$ cat config.mk
export PLATFORM = sky130hd
export DESIGN_NAME = mul4x8x8_wallace
export DESIGN_NICKNAME = d
export VERILOG_FILES = /design/src/rtl/mul4x8x8_wallace.sv
export SDC_FILE = /design/constraint.sdc
export NUM_CORES = 1
export LEC_CHECK = 0
export ABC_AREA = 1
export CAP_MARGIN = 0
export CORE_MARGIN = 2
export CORE_UTILIZATION = 62
export CTS_CLUSTER_DIAMETER = 60
export DETAILED_ROUTE_END_ITERATION = 10
export GPL_TIMING_DRIVEN = 0
export PLACE_DENSITY = 0.86
export SLEW_MARGIN = 25
export SYNTH_ARGS = -nofsm -noshare
export SYNTH_HDL_FRONTEND = slang
export SYNTH_SLANG_ARGS = --single-unit
$ cat constraint.sdc
create_clock -name clk -period 5.45 [get_ports clk]
set_clock_uncertainty 0.1 [all_clocks]
set_input_delay 1.09 -clock clk [delete_from_list [all_inputs] [get_ports clk]]
set_output_delay 1.09 -clock clk [all_outputs]
set_load 0.05 [all_outputs]
$ cat src/rtl/mul4x8x8_wallace.sv
// Four-lane unsigned 8x8 dot product: input capture, partial-product rows,
// Wallace carry-save reduction to two vectors, then a final carry-propagate add.
`timescale 1ns/1ps
module mul4x8x8_wallace (
  input  logic        clk,
  input  logic        rst_n,
  input  logic        in_valid,
  input  logic [31:0] in_a,
  input  logic [31:0] in_b,
  output logic        out_valid,
  output logic [17:0] out_sum
);

  logic        in_vld_q;
  logic [31:0] a_q;
  logic [31:0] b_q;
  logic        pp_vld_q;
  logic [15:0] pp_d [32];
  logic [15:0] pp_q [32];
  logic        csa_vld_q;
  logic [17:0] sum_vec_d;
  logic [17:0] cry_vec_d;
  logic [17:0] sum_vec_q;
  logic [17:0] cry_vec_q;
  logic        out_vld_q;
  logic [17:0] out_sum_d;
  logic [17:0] out_sum_q;

  always_ff @(posedge clk or negedge rst_n) begin
    if (!rst_n) begin
      in_vld_q <= 1'b0;
      a_q      <= '0;
      b_q      <= '0;
    end else begin
      in_vld_q <= in_valid;
      if (in_valid) begin
        a_q <= in_a;
        b_q <= in_b;
      end
    end
  end

  // Row gi belongs to byte product gi/8; bit gi of b gates that product's a byte.
  genvar gi;
  generate
    for (gi = 0; gi < 32; gi++) begin : g_pp
      assign pp_d[gi] = {8'b0, a_q[8*(gi/8) +: 8] & {8{b_q[gi]}}} << (gi % 8);
    end
  endgenerate

  always_ff @(posedge clk or negedge rst_n) begin
    if (!rst_n) begin
      pp_vld_q <= 1'b0;
      for (int i = 0; i < 32; i++) pp_q[i] <= '0;
    end else begin
      pp_vld_q <= in_vld_q;
      if (in_vld_q) begin
        for (int i = 0; i < 32; i++) pp_q[i] <= pp_d[i];
      end
    end
  end

  // Eight Wallace layers of word-wide 3:2 compressors take 32 rows down to 2:
  // 32 -> 22 -> 15 -> 10 -> 7 -> 5 -> 4 -> 3 -> 2. Rows not in a full triple pass through.
  always_comb begin
    logic [17:0] tree [32];
    logic [17:0] nxt [32];
    logic [17:0] x;
    logic [17:0] y;
    logic [17:0] z;
    logic [17:0] maj;
    int n;
    int g;
    int r;
    x = '0;
    y = '0;
    z = '0;
    maj = '0;
    for (int i = 0; i < 32; i++) begin
      tree[i] = {2'b0, pp_q[i]};
      nxt[i]  = '0;
    end
    n = 32;
    for (int l = 0; l < 8; l++) begin
      g = n / 3;
      r = n - 3 * g;
      for (int i = 0; i < 32; i++) nxt[i] = '0;
      for (int k = 0; k < 10; k++) begin
        if (k < g) begin
          x   = tree[3*k];
          y   = tree[3*k+1];
          z   = tree[3*k+2];
          maj = (x & y) | (x & z) | (y & z);
          nxt[2*k]   = x ^ y ^ z;
          nxt[2*k+1] = {maj[16:0], 1'b0};
        end
      end
      for (int k = 0; k < 2; k++) begin
        if (k < r) nxt[2*g+k] = tree[3*g+k];
      end
      for (int i = 0; i < 32; i++) tree[i] = nxt[i];
      n = 2 * g + r;
    end
    sum_vec_d = tree[0];
    cry_vec_d = tree[1];
  end

  always_ff @(posedge clk or negedge rst_n) begin
    if (!rst_n) begin
      csa_vld_q <= 1'b0;
      sum_vec_q <= '0;
      cry_vec_q <= '0;
    end else begin
      csa_vld_q <= pp_vld_q;
      if (pp_vld_q) begin
        sum_vec_q <= sum_vec_d;
        cry_vec_q <= cry_vec_d;
      end
    end
  end

  // The true sum never exceeds 18 bits, so dropping the top carry is exact.
  assign out_sum_d = sum_vec_q + cry_vec_q;

  always_ff @(posedge clk or negedge rst_n) begin
    if (!rst_n) begin
      out_vld_q <= 1'b0;
      out_sum_q <= '0;
    end else begin
      out_vld_q <= csa_vld_q;
      if (csa_vld_q) out_sum_q <= out_sum_d;
    end
  end

  assign out_valid = out_vld_q;
  assign out_sum   = out_sum_q;

endmodule

==> flow_summary_export.csv, run 1 <==
group,metric,value,unit
cts,cts.path.max_buffers,3,
global_route,grt_max_degree,95,
worst_setup_path,worstSetupPathDepth,16,
sta,setup_viol,0,
synth,syn_nets,2406,
route,drt_iter0_drc,1409,
floorplan,die_y,188,µm
worst_setup_path,cp.required,5.84,ns
placed_design,post-place-ws,0.300,ns
worst_setup_path,cp.arrival,5.60,ns
worst_setup_path,crit_type,"flop to flop",
cells_and_area,fillers,2180,
pwr,power.leakage,11.9,nW
cells_and_area,nNetsFinal,2537,
cts,clkTransAtPathRegs,0.06,ns
worst_setup_path,startpoint_type,"flop",
worst_setup_path,path_max_fanout,2,
cells_and_area,layout.cells.non_filler,2620,
synth,synth_cell_types,26,
worst_setup_path,crit_family,"adder cells",
placed_design,io_buffers,85,
synth,syn_area,21100,µm²
run,maxCapViolCount,0,
cts,htree_levels,2,
outcome,status,"complete, no violations",
route,wire_per_inst,20.9,µm
placed_design,dp_cells,2551,
cells_and_area,antennaDiodeCount,0,
global_route,grt-ovfl-total,0,
floorplan,die_area,35500,µm²
cells_and_area,multiInputGateArea,9220,µm²
cells_and_area,synthToLayoutAreaGrowth,13.7,%
route,ant_nets,0,
sta,hold_viol_final,0,
synth,avgSynthCellArea,10.5,µm²
floorplan,ios,86,
global_route,grt_pass1_vias,16377,
floorplan,die_x,188,µm
cts,cts_resized,0,
worst_setup_path,cpMostUsedCell,"fa_1",
sta,min_period_over_period,95.7,%
placed_design,gp_congestion,0.907,
worst_setup_path,critPathLaunch,"pp_q[138]$_DFFE_PN0P_",
worst_setup_path,crit_slowest_cell,"fa_1",
sta,tightest_slew,0.893,ns
synth,yosysSeqAreaShare,44.5,%
cts,cts_setup_buffers,0,
cts,cts_root_buffer,"clkbuf_16",
global_route,track_usage,32.2,%
sta,max-slew-margin-rel,40.5,%
sta,fin_ws,0.232,ns
sta,rsz0062_at_grt,"no",
sta,fin_crit,5.22,ns
pwr,irDropWorstVdd,827,µV
worst_setup_path,cp_num_buf_inv,6,
worst_setup_path,worstReg2RegStart,"pp_q[138]$_DFFE_PN0P_",
synth,synth_seq_cells,375,
worst_setup_path,worstPathCellList,"inv_1 -> fa_1 -> inv_1 -> fa_1 -> inv_1 -> fa_1 -> inv_1 -> fa_1 -> inv_1 -> fa_1 -> fa_1 -> fa_1 -> inv_1 -> fa_1 -> nand2_1 -> nand2_1",
cells_and_area,final_util,71.4,%
cts,numCtsBuffers,40,
worst_setup_path,rr_worst_depth,16,
pwr,p_per_area,634,nW/µm²
cts,clk_latency,0.55,ns
sta,hold_ws,0.267,ns
floorplan,rows,67,
route,drt_pass1_iterations,5,
cells_and_area,drive_gt1_share,5.89,%
floorplan,core-area,33500,µm²
route,vias,14980,
cts,cts_tree,"done",
sta,slew_viol_final,0,
worst_setup_path,endpoint,"sum_vec_q[10]$_DFFE_PN0P_",
cells_and_area,register_area,9380,µm²
worst_setup_path,r2r_setup_slack,0.23,ns
sta,clock.fmax,192,MHz
worst_setup_path,rr_endpoint,"sum_vec_q[10]$_DFFE_PN0P_",
floorplan,initial_utilization,62.8,%
worst_setup_path,max_stage_delay,0.56,ns
route,routed_wl,54700,µm
synth,syn_inst,2014,
global_route,grt_pass1_wl,87500,µm
global_route,grt_antenna_before_repair,0,
worst_setup_path,end_kind,"flop",
cts,hold_buffers,0,
cts,clock-sinks,375,
placed_design,dpl.hpwl,40200,µm
synth,ys.warnings.count,0,
hold_path,worstHoldPathType,"flop to flop",
route,vias_per_cell,5.72,
route,drc,0,
[logic make-up after synthesis]
group / share of synthesized area, %
compound gates: 9.19
xor+xnor: 0.208
fa+ha+maj: 27.3
buf+inv: 11.7
flops: 44.5
mux: 1.02
simple gates: 6.03
[state kept, by name, indices dropped and copies added (netlist names)]
signal / cells
out_sum: 18
sum_vec_q: 18
a_q: 32
b_q: 32
pp_vld_q: 1
in_vld_q: 1
out_valid: 1
pp_q: 256
cry_vec_q: 15
csa_vld_q: 1
[worst min path at each step]
| stage | start | to | slack (ns) | cells after the start |
|---|---|---|---|---|
| finish | pp_vld_q$_DFF_PN0_ | csa_vld_q$_DFF_PN0_ | 0.27 | 0 |
| global route | pp_vld_q$_DFF_PN0_ | csa_vld_q$_DFF_PN0_ | 0.28 | 0 |
| CTS | pp_vld_q$_DFF_PN0_ | csa_vld_q$_DFF_PN0_ | 0.27 | 0 |
| detailed placement | pp_vld_q$_DFF_PN0_ | csa_vld_q$_DFF_PN0_ | 0.26 | 0 |
| global placement | pp_vld_q$_DFF_PN0_ | csa_vld_q$_DFF_PN0_ | 0.26 | 0 |
| floorplan | pp_vld_q$_DFF_PN0_ | csa_vld_q$_DFF_PN0_ | 0.25 | 0 |
[final cells by class]
type	instances	share of cell area [%]
buffer	58	1.12
clock inverter	12	0.637
sequential	375	39.2
timing repair buffer	89	4.03
multi-input combinational	995	38.5
tap	448	2.34
inverter	586	9.18
clock buffer	57	5.03
[placed cells by master, fill, tap and decap left out, types with 2 or more instances in the layout]
cell type	Yosys	final
inv_1	577	577
dfrtp_1	375	375
nand2_1	263	263
o22ai_1	240	240
fa_1	225	225
ha_1	100	100
clkdlybuf4s50_1	0	84
o21ai_0	76	76
clkbuf_16	0	41
nand3_1	34	34
buf_2	32	32
clkbuf_1	23	27
mux2_2	19	19
nor2_1	12	12
clkbuf_8	0	12
clkinv_1	9	9
a21oi_1	7	7
o21ai_1	4	4
clkinv_2	0	4
buf_16	0	4
xnor2_1	3	3
bufinv_16	0	3
buf_4	2	2
nor2_2	2	2
nand4_1	2	2
nand3b_1	2	2
xor2_1	2	2
inv_6	0	2
clkinv_4	0	2
[cells in the mapped netlist]
cell type | n | area share [%]
dfrtp_1 | 375 | 45
a21oi_1 | 7 | 0.17
xnor2_1 | 3 | 0.12
ha_1 | 100 | 5.9
inv_1 | 577 | 10
buf_4 | 2 | 0.071
xor2_1 | 2 | 0.083
nor2_1 | 12 | 0.21
nand4_1 | 2 | 0.059
nand2_1 | 263 | 4.7
mux2_2 | 19 | 1.0
buf_2 | 32 | 0.76
nor2_2 | 2 | 0.059
nand2_2 | 1 | 0.030
or2_1 | 1 | 0.030
nand3_2 | 1 | 0.048
o21ai_1 | 4 | 0.095
nand3_1 | 34 | 0.81
clkbuf_4 | 1 | 0.036
fa_1 | 225 | 21
o21ai_0 | 76 | 1.8
clkinv_1 | 9 | 0.16
nor3_1 | 1 | 0.024
o22ai_1 | 240 | 7.1
clkbuf_1 | 23 | 0.41
nand3b_1 | 2 | 0.071
[per-layer routing]
layer | vias to the layer above | part of all wire [%] | wire, µm | global-route usage, %
met5 | - | 0 | 0 | 0
met4 | 0 | 4.9 | 2660 | 15.2
met3 | 179 | 8.9 | 4890 | 7.84
met2 | 760 | 49 | 26700 | 53.4
met1 | 7565 | 37 | 20500 | 40.4
li1 | 6476 | - | - | -
[worst register-to-register path: stages (launching register included)]
cell	delay, ns
dfrtp_1	0.33
inv_1	0.07
fa_1	0.55
inv_1	0.06
fa_1	0.56
inv_1	0.07
fa_1	0.55
inv_1	0.08
fa_1	0.51
inv_1	0.08
fa_1	0.56
fa_1	0.43
fa_1	0.53
inv_1	0.06
fa_1	0.48
nand2_1	0.05
nand2_1	0.08
[stage by stage]
stage               instance area, µm²  total power, mW  setup TNS, ns
floorplan                        21100             9.30              0
global placement                 22500             11.7       -4660.60
detailed placement               22600             12.2              0
CTS                              24000             15.2              0
global route                     24000             16.5              0
finish                           24000             15.2              0
[where the power goes]
part	internal [mW]	leakage, nW	switching, mW
registers	3.24	4.86	0.235
logic	3.68	6.33	5.22
clock network	1.68	0.672	1.14
Power figures use the tool's default switching activity.
==> inputs of run 2 (changes only) <==
CAP_MARGIN = 10   (was 0)
CTS_CLUSTER_SIZE = 25   (was not set)
==> flow_summary_export.csv, run 2 (synthesis gave the netlist of run 1 again) <==
group,metric,value,unit
outcome,status,"complete, no violations",
cells_and_area,mostFrequentLayoutCell,"inv_1",
pwr,power,14.8,mW
placed_design,dpl.hpwl,40200,µm
route,wire_per_inst,20.7,µm
sta,setup_viol,0,
cts,cts_resized,0,
cts,clkTransAtPathRegs,0.09,ns
sta,finalSetupTns,0,ns
sta,fin_crit,5.22,ns
hold_path,hold_end,"csa_vld_q$_DFF_PN0_",
route,vias,14998,
cts,numCtsBuffers,29,
worst_setup_path,r2r_setup_slack,0.23,ns
hold_path,worstHoldPathType,"flop to flop",
cts,cts_setup_buffers,0,
run,maxCapViolCount,0,
placed_design,gp_congestion,0.907,
cells_and_area,synthToLayoutAreaGrowth,12.3,%
global_route,grt-ovfl-total,0,
floorplan,die_x,188,µm
cells_and_area,largest_register,"pp_q",
cells_and_area,reg_top3,"pp_q x256, a_q x32, b_q x32",
route,drc,0,
sta,slew_viol_final,0,
hold_path,hp-start,"pp_vld_q$_DFF_PN0_",
placed_design,io_buffers,85,
sta,clock.fmax,192,MHz
global_route,grt_pass1_wl,86900,µm
worst_setup_path,cp.required,5.86,ns
cts,clock-sinks,375,
cells_and_area,final_util,70.6,%
floorplan,die_area,35500,µm²
global_route,grt_pass1_vias,16240,
sta,max-slew-margin-rel,39.1,%
pwr,p_sw,6.73,mW
sta,rsz0062_at_grt,"no",
pwr,irDropWorstVdd,907,µV
global_route,grt_max_degree,95,
sta,min_period_over_period,95.7,%
placed_design,placed_cell_area,22600,µm²
cells_and_area,design_area,23700,µm²
worst_setup_path,path_max_fanout,2,
floorplan,initial_utilization,62.8,%
pwr,internal-power,8.08,mW
worst_setup_path,crit_type,"flop to flop",
cts,cts_tree,"done",
worst_setup_path,end_kind,"flop",
hold_path,whs_path_depth,0,
floorplan,die_y,188,µm
floorplan,rows,67,
worst_setup_path,startpoint_type,"flop",
sta,hold_viol_final,0,
placed_design,post-place-ws,0.300,ns
floorplan,ios,86,
worst_setup_path,worstReg2RegStart,"pp_q[136]$_DFFE_PN0P_",
cts,cts_root_buffer,"clkbuf_16",
cts,htree_levels,1,
cts,cts.path.max_buffers,3,
route,drt_pass1_iterations,5,
route,vias_per_cell,5.76,
sta,tightest_slew,0.914,ns
floorplan,core-area,33500,µm²
pwr,switching_share,45.4,%
route,ant_nets,0,
cells_and_area,largest_register_ffs,256,
cts,clk_latency,0.58,ns
pwr,power.leakage,11.7,nW
route,drt_iter0_drc,1447,
cells_and_area,nNetsFinal,2526,
pwr,p_per_area,626,nW/µm²
cts,hold_buffers,0,
worst_setup_path,cp.arrival,5.63,ns
global_route,track_usage,31.8,%
pwr,clockPowerShare,16.0,%
sta,fin_ws,0.233,ns
pwr,power_frac_comb,60.6,%
pwr,seqPwrFrac,23.4,%
worst_setup_path,rr_worst_depth,14,
cells_and_area,drive_gt1_share,5.38,%
global_route,grt_antenna_before_repair,0,
route,routed_wl,54000,µm
cells_and_area,layout_common_cells,"577 x inv_1, 375 x dfrtp_1, 263 x nand2_1, 240 x o22ai_1, 225 x fa_1",
worst_setup_path,rr_endpoint,"sum_vec_q[8]$_DFFE_PN0P_",
[run 2: critical path, stage by stage (launching register included)]
cell,delay (ns)
dfrtp_1,0.41
fa_1,0.56
inv_1,0.07
fa_1,0.55
fa_1,0.57
inv_1,0.06
fa_1,0.53
inv_1,0.08
fa_1,0.58
fa_1,0.44
fa_1,0.52
inv_1,0.06
fa_1,0.49
nand2_1,0.05
nand2_1,0.09
[run 2: routing by layer]
metal | global-route usage, % | share of wire, %
met5 | 0 | 0
met1 | 41.2 | 37
met4 | 14.4 | 4.5
met2 | 52.6 | 49
met3 | 6.37 | 8.8
[run 2: worst max-delay path by stage]
| stage | startpoint | end | slack [ns] | cells after the start |
|---|---|---|---|---|
| floorplan | pp_q[138]$_DFFE_PN0P_ | sum_vec_q[10]$_DFFE_PN0P_ | 0.61 | 16 |
| global placement | rst_n | b_q[12]$_DFFE_PN0P_ | -12.47 | 1 |
| detailed placement | pp_q[138]$_DFFE_PN0P_ | sum_vec_q[10]$_DFFE_PN0P_ | 0.30 | 16 |
| CTS | pp_q[136]$_DFFE_PN0P_ | sum_vec_q[8]$_DFFE_PN0P_ | 0.25 | 14 |
| global route | pp_q[138]$_DFFE_PN0P_ | sum_vec_q[10]$_DFFE_PN0P_ | 0.08 | 16 |
| finish | pp_q[136]$_DFFE_PN0P_ | sum_vec_q[8]$_DFFE_PN0P_ | 0.23 | 14 |
[run 2: final cells by class]
cell class	count	area, µm²
fillers	2225	9860
flip-flops and latches	375	9380
multi-input cells	995	9220
inverters	586	2200
repair buffers	89	966
clock buffers	29	726
well taps	448	561
clock inverters	24	340
plain buffers	58	269
diodes	1	2.50
[run 2: power by group through the flow]
| stage | clock [mW] | combinational, mW | sequential, mW |
|---|---|---|---|
| detailed placement | 0 | 8.64 | 3.51 |
| global placement | 0 | 8.20 | 3.50 |
| global route | 2.48 | 10.0 | 3.51 |
| floorplan | 0 | 5.65 | 3.65 |
| CTS | 2.38 | 8.84 | 3.47 |
| finish | 2.37 | 8.97 | 3.47 |
[run 2: through the flow]
| stage | hold slack [ns] | instances |
|---|---|---|
| after floorplan | 0.249 | 2014 |
| after global placement | 0.256 | 2547 |
| after detailed placement | 0.258 | 2551 |
| after CTS | 0.276 | 2604 |
| after global routing | 0.288 | 2604 |
| final | 0.275 | 2605 |
==> inputs of run 3 (changes only) <==
REMOVE_ABC_BUFFERS = 1   (was not set)
TNS_END_PERCENT = 50   (was not set)
==> flow_summary_export.csv, run 3 (synthesis gave the netlist of run 1 again) <==
group,metric,value,unit
cells_and_area,fillers,2154,
cts,clk_latency,0.57,ns
route,drt_iter0_drc,1272,
global_route,grt_busiest_layer,"met2",
pwr,p_per_area,628,nW/µm²
placed_design,dp_cells,2499,
sta,fin_crit,5.17,ns
cells_and_area,largest_register_ffs,256,
floorplan,core-area,33500,µm²
worst_setup_path,critPathLaunch,"pp_q[138]$_DFFE_PN0P_",
cells_and_area,multiInputGateArea,9220,µm²
floorplan,die_x,188,µm
sta,fin_ws,0.280,ns
global_route,grt-ovfl-total,0,
cts,cts_tree,"done",
sta,setup_viol,0,
route,ant_nets,0,
route,routed_wl,48200,µm
global_route,use_met1,38.6,%
cts,htree_levels,1,
route,vias_per_cell,5.64,
global_route,grt_antenna_before_repair,1,
worst_setup_path,rr_worst_depth,16,
hold_path,worstHoldPathType,"input port to async pin",
run,maxCapViolCount,0,
cells_and_area,register_area,9390,µm²
global_route,grt_pass1_wl,80600,µm
global_route,grt.met2_usage,47.4,%
global_route,track_usage,28.7,%
cts,cts_setup_buffers,0,
cells_and_area,antennaDiodeCount,0,
cells_and_area,synthToLayoutAreaGrowth,11.2,%
floorplan,ios,86,
worst_setup_path,crit_type,"flop to flop",
cells_and_area,mostFrequentLayoutCell,"inv_1",
sta,min_period_over_period,94.9,%
cts,cts.path.max_buffers,3,
cts,hold_buffers,0,
worst_setup_path,cp.arrival,5.57,ns
cells_and_area,largest_register,"pp_q",
cells_and_area,layout_common_cells,"577 x inv_1, 373 x dfrtp_1, 263 x nand2_1, 240 x o22ai_1, 225 x fa_1",
cts,cts_root_buffer,"clkbuf_16",
route,wire_per_inst,18.9,µm
floorplan,rows,67,
pwr,power.leakage,11.6,nW
placed_design,dpl.hpwl,34400,µm
global_route,grt_pass1_vias,15756,
sta,clock.fmax,193,MHz
placed_design,post-place-ws,0.327,ns
cts,clkTransAtPathRegs,0.08,ns
sta,slew_viol_final,0,
cts,clock-sinks,375,
placed_design,gp_congestion,0.851,
worst_setup_path,cp.required,5.85,ns
pwr,irDropWorstVdd,877,µV
sta,rsz0062_at_grt,"no",
route,drc,0,
worst_setup_path,startpoint_type,"flop",
placed_design,io_buffers,85,
pwr,power,14.7,mW
sta,max-slew-margin-rel,39.7,%
floorplan,initial_utilization,62.8,%
global_route,met3_usage,4.67,%
global_route,grt_max_degree,97,
cells_and_area,layout.cells.non_filler,2549,
floorplan,die_area,35500,µm²
outcome,status,"complete, no violations",
sta,hold_viol_final,0,
cts,cts_resized,0,
route,vias,14388,
floorplan,die_y,188,µm
cts,numCtsBuffers,28,
cells_and_area,nNetsFinal,2473,
worst_setup_path,path_max_fanout,2,
worst_setup_path,rr_endpoint,"sum_vec_q[10]$_DFFE_PN0P_",
cells_and_area,reg_top3,"pp_q x256, a_q x32, b_q x32",
worst_setup_path,end_kind,"flop",
worst_setup_path,worstReg2RegStart,"pp_q[138]$_DFFE_PN0P_",
worst_setup_path,endpoint,"sum_vec_q[10]$_DFFE_PN0P_",
sta,tightest_slew,0.904,ns
sta,finalSetupTns,0,ns
cells_and_area,drive_gt1_share,4.05,%
worst_setup_path,r2r_setup_slack,0.28,ns
route,drt_pass1_iterations,8,
run 3: changes by cell type in the layout (fill, tap and decap cells not counted), sizes merged:
| cell | previous run | this run |
|---|---|---|
| diode | 1 | 0 |
| clkinvlp | 0 | 1 |
| inv | 591 | 586 |
| clkdlybuf4s50 | 84 | 83 |
| clkbuf | 53 | 34 |
| buf | 39 | 12 |
| clkinv | 18 | 14 |
run 3: how the worst min path moves through the flow:
stage                                    from                   endpoint  slack [ns]  cells after the start
CTS                                     rst_n     out_sum[1]$_DFFE_PN0P_        0.28                      1
global route                            rst_n     out_sum[1]$_DFFE_PN0P_        0.28                      1
finish                                  rst_n     out_sum[1]$_DFFE_PN0P_        0.28                      1
detailed placement     out_sum[3]$_DFFE_PN0P_     out_sum[3]$_DFFE_PN0P_        0.36                      2
floorplan           cry_vec_q[10]$_DFFE_PN0P_  cry_vec_q[10]$_DFFE_PN0P_        0.35                      2
global placement       out_sum[3]$_DFFE_PN0P_     out_sum[3]$_DFFE_PN0P_        0.36                      2
run 3: worst max-delay path, stage by stage (launching register included):
cell	delay, ns
dfrtp_1	0.33
inv_1	0.06
fa_1	0.53
inv_1	0.05
fa_1	0.57
inv_1	0.07
fa_1	0.53
inv_1	0.05
fa_1	0.50
inv_1	0.05
fa_1	0.55
fa_1	0.45
fa_1	0.52
inv_1	0.06
fa_1	0.52
nand2_1	0.06
nand2_1	0.10
run 3: final cells by class:
type	instances	area share, %
clock buffer	34	3.31
clock inverter	16	0.801
inverter	586	9.39
multi-input combinational	995	39.4
sequential	375	40.1
tap	448	2.39
timing repair buffer	95	4.69
run 3: per-stage QoR:
step           hold slack [ns]  utilization [%]  instance area (µm²)
3_3_place_gp             0.355             66.3                22200
5_1_grt                  0.280             69.9                23400
4_1_cts                  0.280             69.9                23400
3_5_place_dp             0.363             67.0                22500
2_1_floorplan            0.346                -                20800
6_report                 0.277             69.9                23400
run 3: power breakdown:
part           total, mW  switching, mW  internal [mW]  leakage [nW]
Sequential          3.48          0.239           3.24          4.86
Clock               2.19           1.08           1.10         0.471
Combinational       9.06           5.28           3.78          6.22
Total               14.7           6.60           8.12          11.6
run 3: layer usage:
| metal | share of wire, % | wire length (µm) |
|---|---|---|
| met1 | 38 | 18400 |
| met2 | 50 | 24300 |
| met3 | 7.3 | 3530 |
| met4 | 4.1 | 1960 |
| met5 | 0.025 | 12 |
